--- config.mk ---
export PLATFORM = sky130hd
export DESIGN_NAME = hour_chime_player
export DESIGN_NICKNAME = d
export VERILOG_FILES = /design/src/rtl/hour_chime_player.sv
export SDC_FILE = /design/constraint.sdc
export NUM_CORES = 1
export LEC_CHECK = 0
export ABC_AREA = 1
export BUFFER_PORTS_ARGS = -buffer_cell sky130_fd_sc_hd__buf_2
export CORE_ASPECT_RATIO = 1.75
export CORE_MARGIN = 2
export CORE_UTILIZATION = 35
export CTS_CLUSTER_SIZE = 10
export DETAILED_ROUTE_END_ITERATION = 8
export GPL_TIMING_DRIVEN = 0
export SLEW_MARGIN = 0
export SYNTH_ARGS = -nofsm -noshare
export SYNTH_HDL_FRONTEND = slang
export SYNTH_SLANG_ARGS = --single-unit
--- constraint.sdc ---
create_clock -name clk -period 2.25 [get_ports clk]
set_input_delay 0.225 -clock clk [delete_from_list [all_inputs] [get_ports clk]]
set_output_delay 0.225 -clock clk [all_outputs]
set_load 0.005 [all_outputs]
--- src/rtl/hour_chime_player.sv ---
// Hourly chime player: plays N piezo tone bursts per top-of-hour strobe (N = 12-hour hour).
// Latency: accepting edge loads BEEP with piezo=1, busy=1, beeps_left=N on that same edge.
// Backpressure: none; triggers arriving while a sequence plays (or while muted) are dropped.
module hour_chime_player #(
  parameter int TONE_HALF = 1,
  parameter int BEEP_ON   = 200,
  parameter int BEEP_OFF  = 300
) (
  input  logic       clk,
  input  logic       rst,
  input  logic       chime_trig,
  input  logic       test_trig,
  input  logic [4:0] hour24,
  input  logic       mute,
  output logic       piezo,
  output logic       busy,
  output logic [3:0] beeps_left
);

  // Phase counter must hold the longer of the burst and gap lengths.
  localparam int MAXPH = (BEEP_ON > BEEP_OFF) ? BEEP_ON : BEEP_OFF;
  localparam int CW    = $clog2(MAXPH + 1);
  localparam int TW    = $clog2(TONE_HALF + 1);

  typedef enum logic [1:0] {
    IDLE = 2'd0,
    BEEP = 2'd1,
    GAP  = 2'd2
  } state_t;

  state_t          r_state;
  logic            r_piezo;
  logic            r_busy;
  logic [3:0]      r_beeps_left;
  logic [CW-1:0]   r_ph_cnt;
  logic [TW-1:0]   r_tone_cnt;

  logic            w_chime_ok;
  logic            w_accept;
  logic [3:0]      w_hmod;
  logic [3:0]      w_n;

  // Trigger qualification and burst-count decode (chime_trig takes precedence over test_trig).
  always_comb begin
    w_chime_ok = chime_trig && (hour24 <= 5'd23);
    w_accept   = !mute && (chime_trig ? w_chime_ok : test_trig);
    w_hmod     = (hour24 >= 5'd12) ? 4'(hour24 - 5'd12) : hour24[3:0];
    if (chime_trig) begin
      w_n = (w_hmod == 4'd0) ? 4'd12 : w_hmod;
    end else begin
      w_n = 4'd1;
    end
  end

  // Sequencer: IDLE -> BEEP <-> GAP, counters restart on every state change.
  always_ff @(posedge clk) begin
    if (rst) begin
      r_state      <= IDLE;
      r_piezo      <= 1'b0;
      r_busy       <= 1'b0;
      r_beeps_left <= 4'd0;
      r_ph_cnt     <= '0;
      r_tone_cnt   <= '0;
    end else begin
      case (r_state)
        IDLE: begin
          if (w_accept) begin
            r_state      <= BEEP;
            r_busy       <= 1'b1;
            r_piezo      <= 1'b1;
            r_beeps_left <= w_n;
            r_ph_cnt     <= '0;
            r_tone_cnt   <= '0;
          end
        end
        BEEP: begin
          if (r_ph_cnt == CW'(BEEP_ON - 1)) begin
            r_ph_cnt   <= '0;
            r_tone_cnt <= '0;
            r_piezo    <= 1'b0;
            if (r_beeps_left > 4'd1) begin
              r_state      <= GAP;
              r_beeps_left <= r_beeps_left - 4'd1;
            end else begin
              r_state      <= IDLE;
              r_beeps_left <= 4'd0;
              r_busy       <= 1'b0;
            end
          end else begin
            r_ph_cnt <= r_ph_cnt + CW'(1);
            if (r_tone_cnt == TW'(TONE_HALF - 1)) begin
              r_tone_cnt <= '0;
              r_piezo    <= ~r_piezo;
            end else begin
              r_tone_cnt <= r_tone_cnt + TW'(1);
            end
          end
        end
        GAP: begin
          if (r_ph_cnt == CW'(BEEP_OFF - 1)) begin
            r_state    <= BEEP;
            r_ph_cnt   <= '0;
            r_tone_cnt <= '0;
            r_piezo    <= 1'b1;
          end else begin
            r_ph_cnt <= r_ph_cnt + CW'(1);
          end
        end
        default: begin
          r_state <= IDLE;
          r_piezo <= 1'b0;
          r_busy  <= 1'b0;
        end
      endcase
    end
  end

  assign piezo      = r_piezo;
  assign busy       = r_busy;
  assign beeps_left = r_beeps_left;

endmodule

-- After elaboration in Yosys (flattened, before gate mapping)
Cells that the tools add are included.
- add/sub/neg operators: 4
- magnitude comparators: 3
- equal/unequal tests: 9
- mux-type cells: 30
- bitwise logic cells: 2
- reduce and logical (&&, ||, !) cells: 13
- operator list (operator ; count):
    9-bit two-way mux ; 3
    9-bit case mux with 3 select lines ; 1
    4-bit two-way mux ; 6
    3-bit AND reduction ; 4
    1-bit two-way mux ; 11
    9-bit by 1-bit adder with 9-bit output, second input constant ; 1
    9-bit by 8-bit equality test with 1-bit output, second input constant ; 1
    9-bit equality test, second input constant ; 1
    1-bit case mux with 3 select lines ; 3
    2-bit two-way mux ; 4
    2-bit != test, second input constant ; 4
    4-bit case mux with 2 select lines ; 1
    2-bit case mux with 3 select lines ; 1
    5-bit by 4-bit >= comparator with 1-bit output, second input constant ; 1
    5-bit less-or-equal comparator, second input constant ; 1
    4-bit by 1-bit greater-than comparator with 1-bit output, second input constant ; 1
    4-bit logical NOT ; 1
    4-bit AND reduction ; 1
    4-bit by 1-bit subtractor with 4-bit output, second input constant ; 1
    4-bit subtractor, second input constant ; 1
    3-bit != test, second input constant ; 1
    3-bit nonzero test ; 1
    2-bit by 1-bit equality test with 1-bit output, second input constant ; 1
    2-bit equality test, second input constant ; 1
    7 further kinds ; 9
- register bits after elaboration: 18
- input port bits: 10
- output and inout port bits: 6

-- Longest topological paths before layout
- word-level depth: 7
- mapped depth: 13
- mapped depth without buffers: 12

-- Worst setup path after synthesis
OpenSTA, ideal clock, no wires.
- path type: reg2reg
- start: register r_state[0]
- end: register r_ph_cnt[7]
- data arrival time: 1.413 ns
- required time: 2.135 ns
- slack: 0.722 ns
- cell stages (with the launch flop): 10
- path buffers: 1
- clock period less this slack: 1.528 ns
- path through: dfxtp_1 inv_1 ha_1 inv_1 or2_4 nand2_4 buf_6 nand2_1 nand2_1 nor2_1
- cells in the longest elaborated chain, start to end: 3
- elaborated cells on any way between the ends: 7
- ends and longest elaborated chain (element ; RTL line ; source):
    start: declaration ; 31 ; state_t r_state;
    start signal: assignment ; 58 ; r_state <= IDLE;
    start signal: assignment ; 68 ; r_state <= BEEP;
    start signal: assignment ; 82 ; r_state <= GAP;
    2-bit equality test (tied with other cells) ; 65 ; case (r_state)
    3-bit nonzero test (no source line) / 2-bit != test (equally long branches) ; -- ;
    2-bit AND reduction (no source line) ; -- ;
    end signal: assignment ; 90 ; r_ph_cnt <= r_ph_cnt + CW'(1);
    end signal: assignment ; 106 ; r_ph_cnt <= r_ph_cnt + CW'(1);
    end: declaration ; 35 ; logic [CW-1:0] r_ph_cnt;
Several ways; a longest one is shown, not always the timed one.
A chain may end at the register's enable or synchronous reset.

-- Worst setup path in the final report
Ends and elaborated chain as after synthesis.

==> run_results.csv <==
group,metric,value,unit
pwr,p_leak,0.767,nW
synth,ys.flop_type,"dfxtp_1",
floorplanning,fp.dieH,87.4,um
sta,fin_crit,1.79,ns
sta,tns,0,ns
place,port_buffers,15,
layout,seq_area,340,um2
clocking,cts-resized-gates,0,
routing,dr.pass1.iters,4,
floorplanning,num_rows,30,
clocking,htree_levels,1,
hold_path,min_from,"rst",
synth,synth-edff-count,0,
synth,postSynthNetCount,254,
critical_path,cp-end-kind,"register",
synth,synth_area_leaders,"dfxtp_1, nand2_1, nand3_1",
grt,antenna_found_initial,0,
grt,grt_max_degree,11,
clocking,clock_latency,0.25,ns
synth,synth.distinct_cells,22,
synth,synth-seq-cells,17,
sta,fmax,559,MHz
layout,syn2layout_area_growth,12.9,%
sta,rsz0062_at_grt,"false",
floorplanning,start_util,36.0,%
routing,wire_per_inst,10.7,um
synth,yosys.area.top_type_share,24.4,%
routing,postRouteAntennaNets,0,
grt,grt_pass1_wl,5.89,mm
layout,fin_nets,274,
pwr,ir_worst_vdd,0.649,mV
critical_path,cp.arrival,1.94,ns
synth,avgSynthCellArea,5.93,um2
sta,finalHoldViolCount,0,
synth,syn_area,0.00139,mm2
flow_run,max_cap_viol_count,0,
hold_path,min_path_type,"in -> reg",
sta,final-setup-viol-count,0,
sta,drv_slew,0,
routing,drt-vias-per-instance,4.84,
synth,yosysMostFrequentCell,"nand2_1",
synth,synthTopCellsByCount,"nand2_1, inv_1, nor2_1, nand3_1, dfxtp_1",
floorplanning,die-area,0.00452,mm2
sta,worst-slew-pin-transition,0.314,ns
clocking,cts-root-buf,"clkbuf_8",
routing,routed_wl,3.24,mm
floorplanning,die_x,51.7,um
sta,period_share,79.6,%
synth,yosys_warnings,0,
routing,num_vias,1461,
synth,async_flop_share,0,%
routing,dr.first_iter.drc_count,18,
layout,fillers,444,
sta,maxSlewHeadroom,79.0,%
sta,fin_worst_skew,0.00380,ns
routing,drc,0,
synth,ys_seq_area_share,24.4,%
run_status,status,"complete, no violations",
critical_path,crit_path_start_kind,"register",
clocking,numCtsBuffers,3,
pwr,powerDensity,1080,mW/mm2
clocking,cts_sinks,17,
place,post-dp-hpwl,2.64,mm
grt,grt-ovfl-total,0,
clocking,cts_tree,"done",
floorplanning,top_level_ports,16,
layout,multi_input_comb_area,890,um2
critical_path,required,2.40,ns
layout,drive_gt1_share,14.2,%
grt,grt_use_total,16.7,%
clocking,cts_buffer_depth,2,
synth,synth_area_leader_cell,"dfxtp_1",
critical_path,reg2reg_from,"r_state[0]",
clocking,post_cts_buffers,0,
layout,diodes,0,
synth,syn_inst,235,
clocking,path_clk_slew,0.07,ns
critical_path,path_max_fanout,10,
floorplanning,coreArea,0.00387,mm2
clocking,hold_buffers,0,
critical_path,cp-startpoint,"r_state[0]",
place,gp_congestion,0.895,
grt,grt_pass1_vias,1378,
critical_path,path_class,"reg -> reg",
pwr,power,0.00170,W
metal layers:
| metal | GRT usage (%) | wire [um] |
|---|---|---|
| met1 | 17.8 | 1300 |
| met2 | 31.7 | 1760 |
| met3 | 1.55 | 58 |
| met4 | 7.89 | 123 |
| met5 | 0 | 0 |
cell families after synthesis:
group,Yosys count,synth area share [%]
AND/OR/NAND/NOR,149,47.0
XOR/XNOR,1,0.629
adder cells (fa/ha/maj),9,8.09
flip-flops,17,24.4
AO/OA/AOI/OAI,20,8.18
buffers and inverters,39,11.7
state kept, by name, indices dropped and copies added, names as in the netlist:
name / cells
beeps_left: 4
busy: 1
piezo: 1
r_ph_cnt: 9
r_state: 2
cells in the final DEF (no fill, tap or decap):
master and n:
xor2_1 1, clkbuf_8 3, dfxtp_1 17, clkbuf_1 1, nand2_2 6, ha_1 9
inv_1 34, nor2_2 2, o21ai_0 7, nand2_1 69, nor3_1 2, nand2_4 1
a21oi_1 8, a21oi_2 3, clkinv_1 2, buf_6 2, nand3_4 1, nand3_1 32
buf_2 16, nor2_1 34, or2_4 1, o21ai_1 1, nand3_2 1, o211ai_1 1
area by class of cell:
class	instances	area share, %
inverters	36	8.59
multi-input cells	179	56.6
clock buffers	4	2.86
flip-flops and latches	17	21.6
plain buffers	3	1.75
well taps	48	3.82
repair buffers	15	4.77
worst max-delay path, cell delays in order (launching register included):
cell     delay [ns]
dfxtp_1        0.39
inv_1          0.09
ha_1           0.42
inv_1          0.10
or2_4          0.26
nand2_4        0.12
buf_6          0.16
nand2_1        0.06
nand2_1        0.05
nor2_1         0.04
through the flow:
step	cells	area, um2	hold slack [ns]	util, %	worst slack [ns]
after floorplan	235	1390	0.287	-	0.722
after global placement	298	1530	0.479	39.5	0.487
after detailed placement	298	1530	0.479	39.5	0.486
after CTS	302	1570	0.207	40.7	0.463
after global routing	302	1570	0.202	40.7	0.311
final	302	1570	0.205	40.7	0.460
where the power goes:
group          switching [W]  internal [W]
sequential         0.0000860      0.000391
combinational       0.000613      0.000376
clock               0.000111      0.000126
total               0.000810      0.000892
path summary, 6_finish.rpt:
check	slack (ns)	depth (start not counted)	to
setup / recovery	0.46	9	r_ph_cnt[7]
setup reg to reg	0.46	9	r_ph_cnt[7]
hold reg to reg	0.50	2	beeps_left[1]
hold / removal	0.21	2	r_ph_cnt[4]
(Power assumes the default switching activity.)
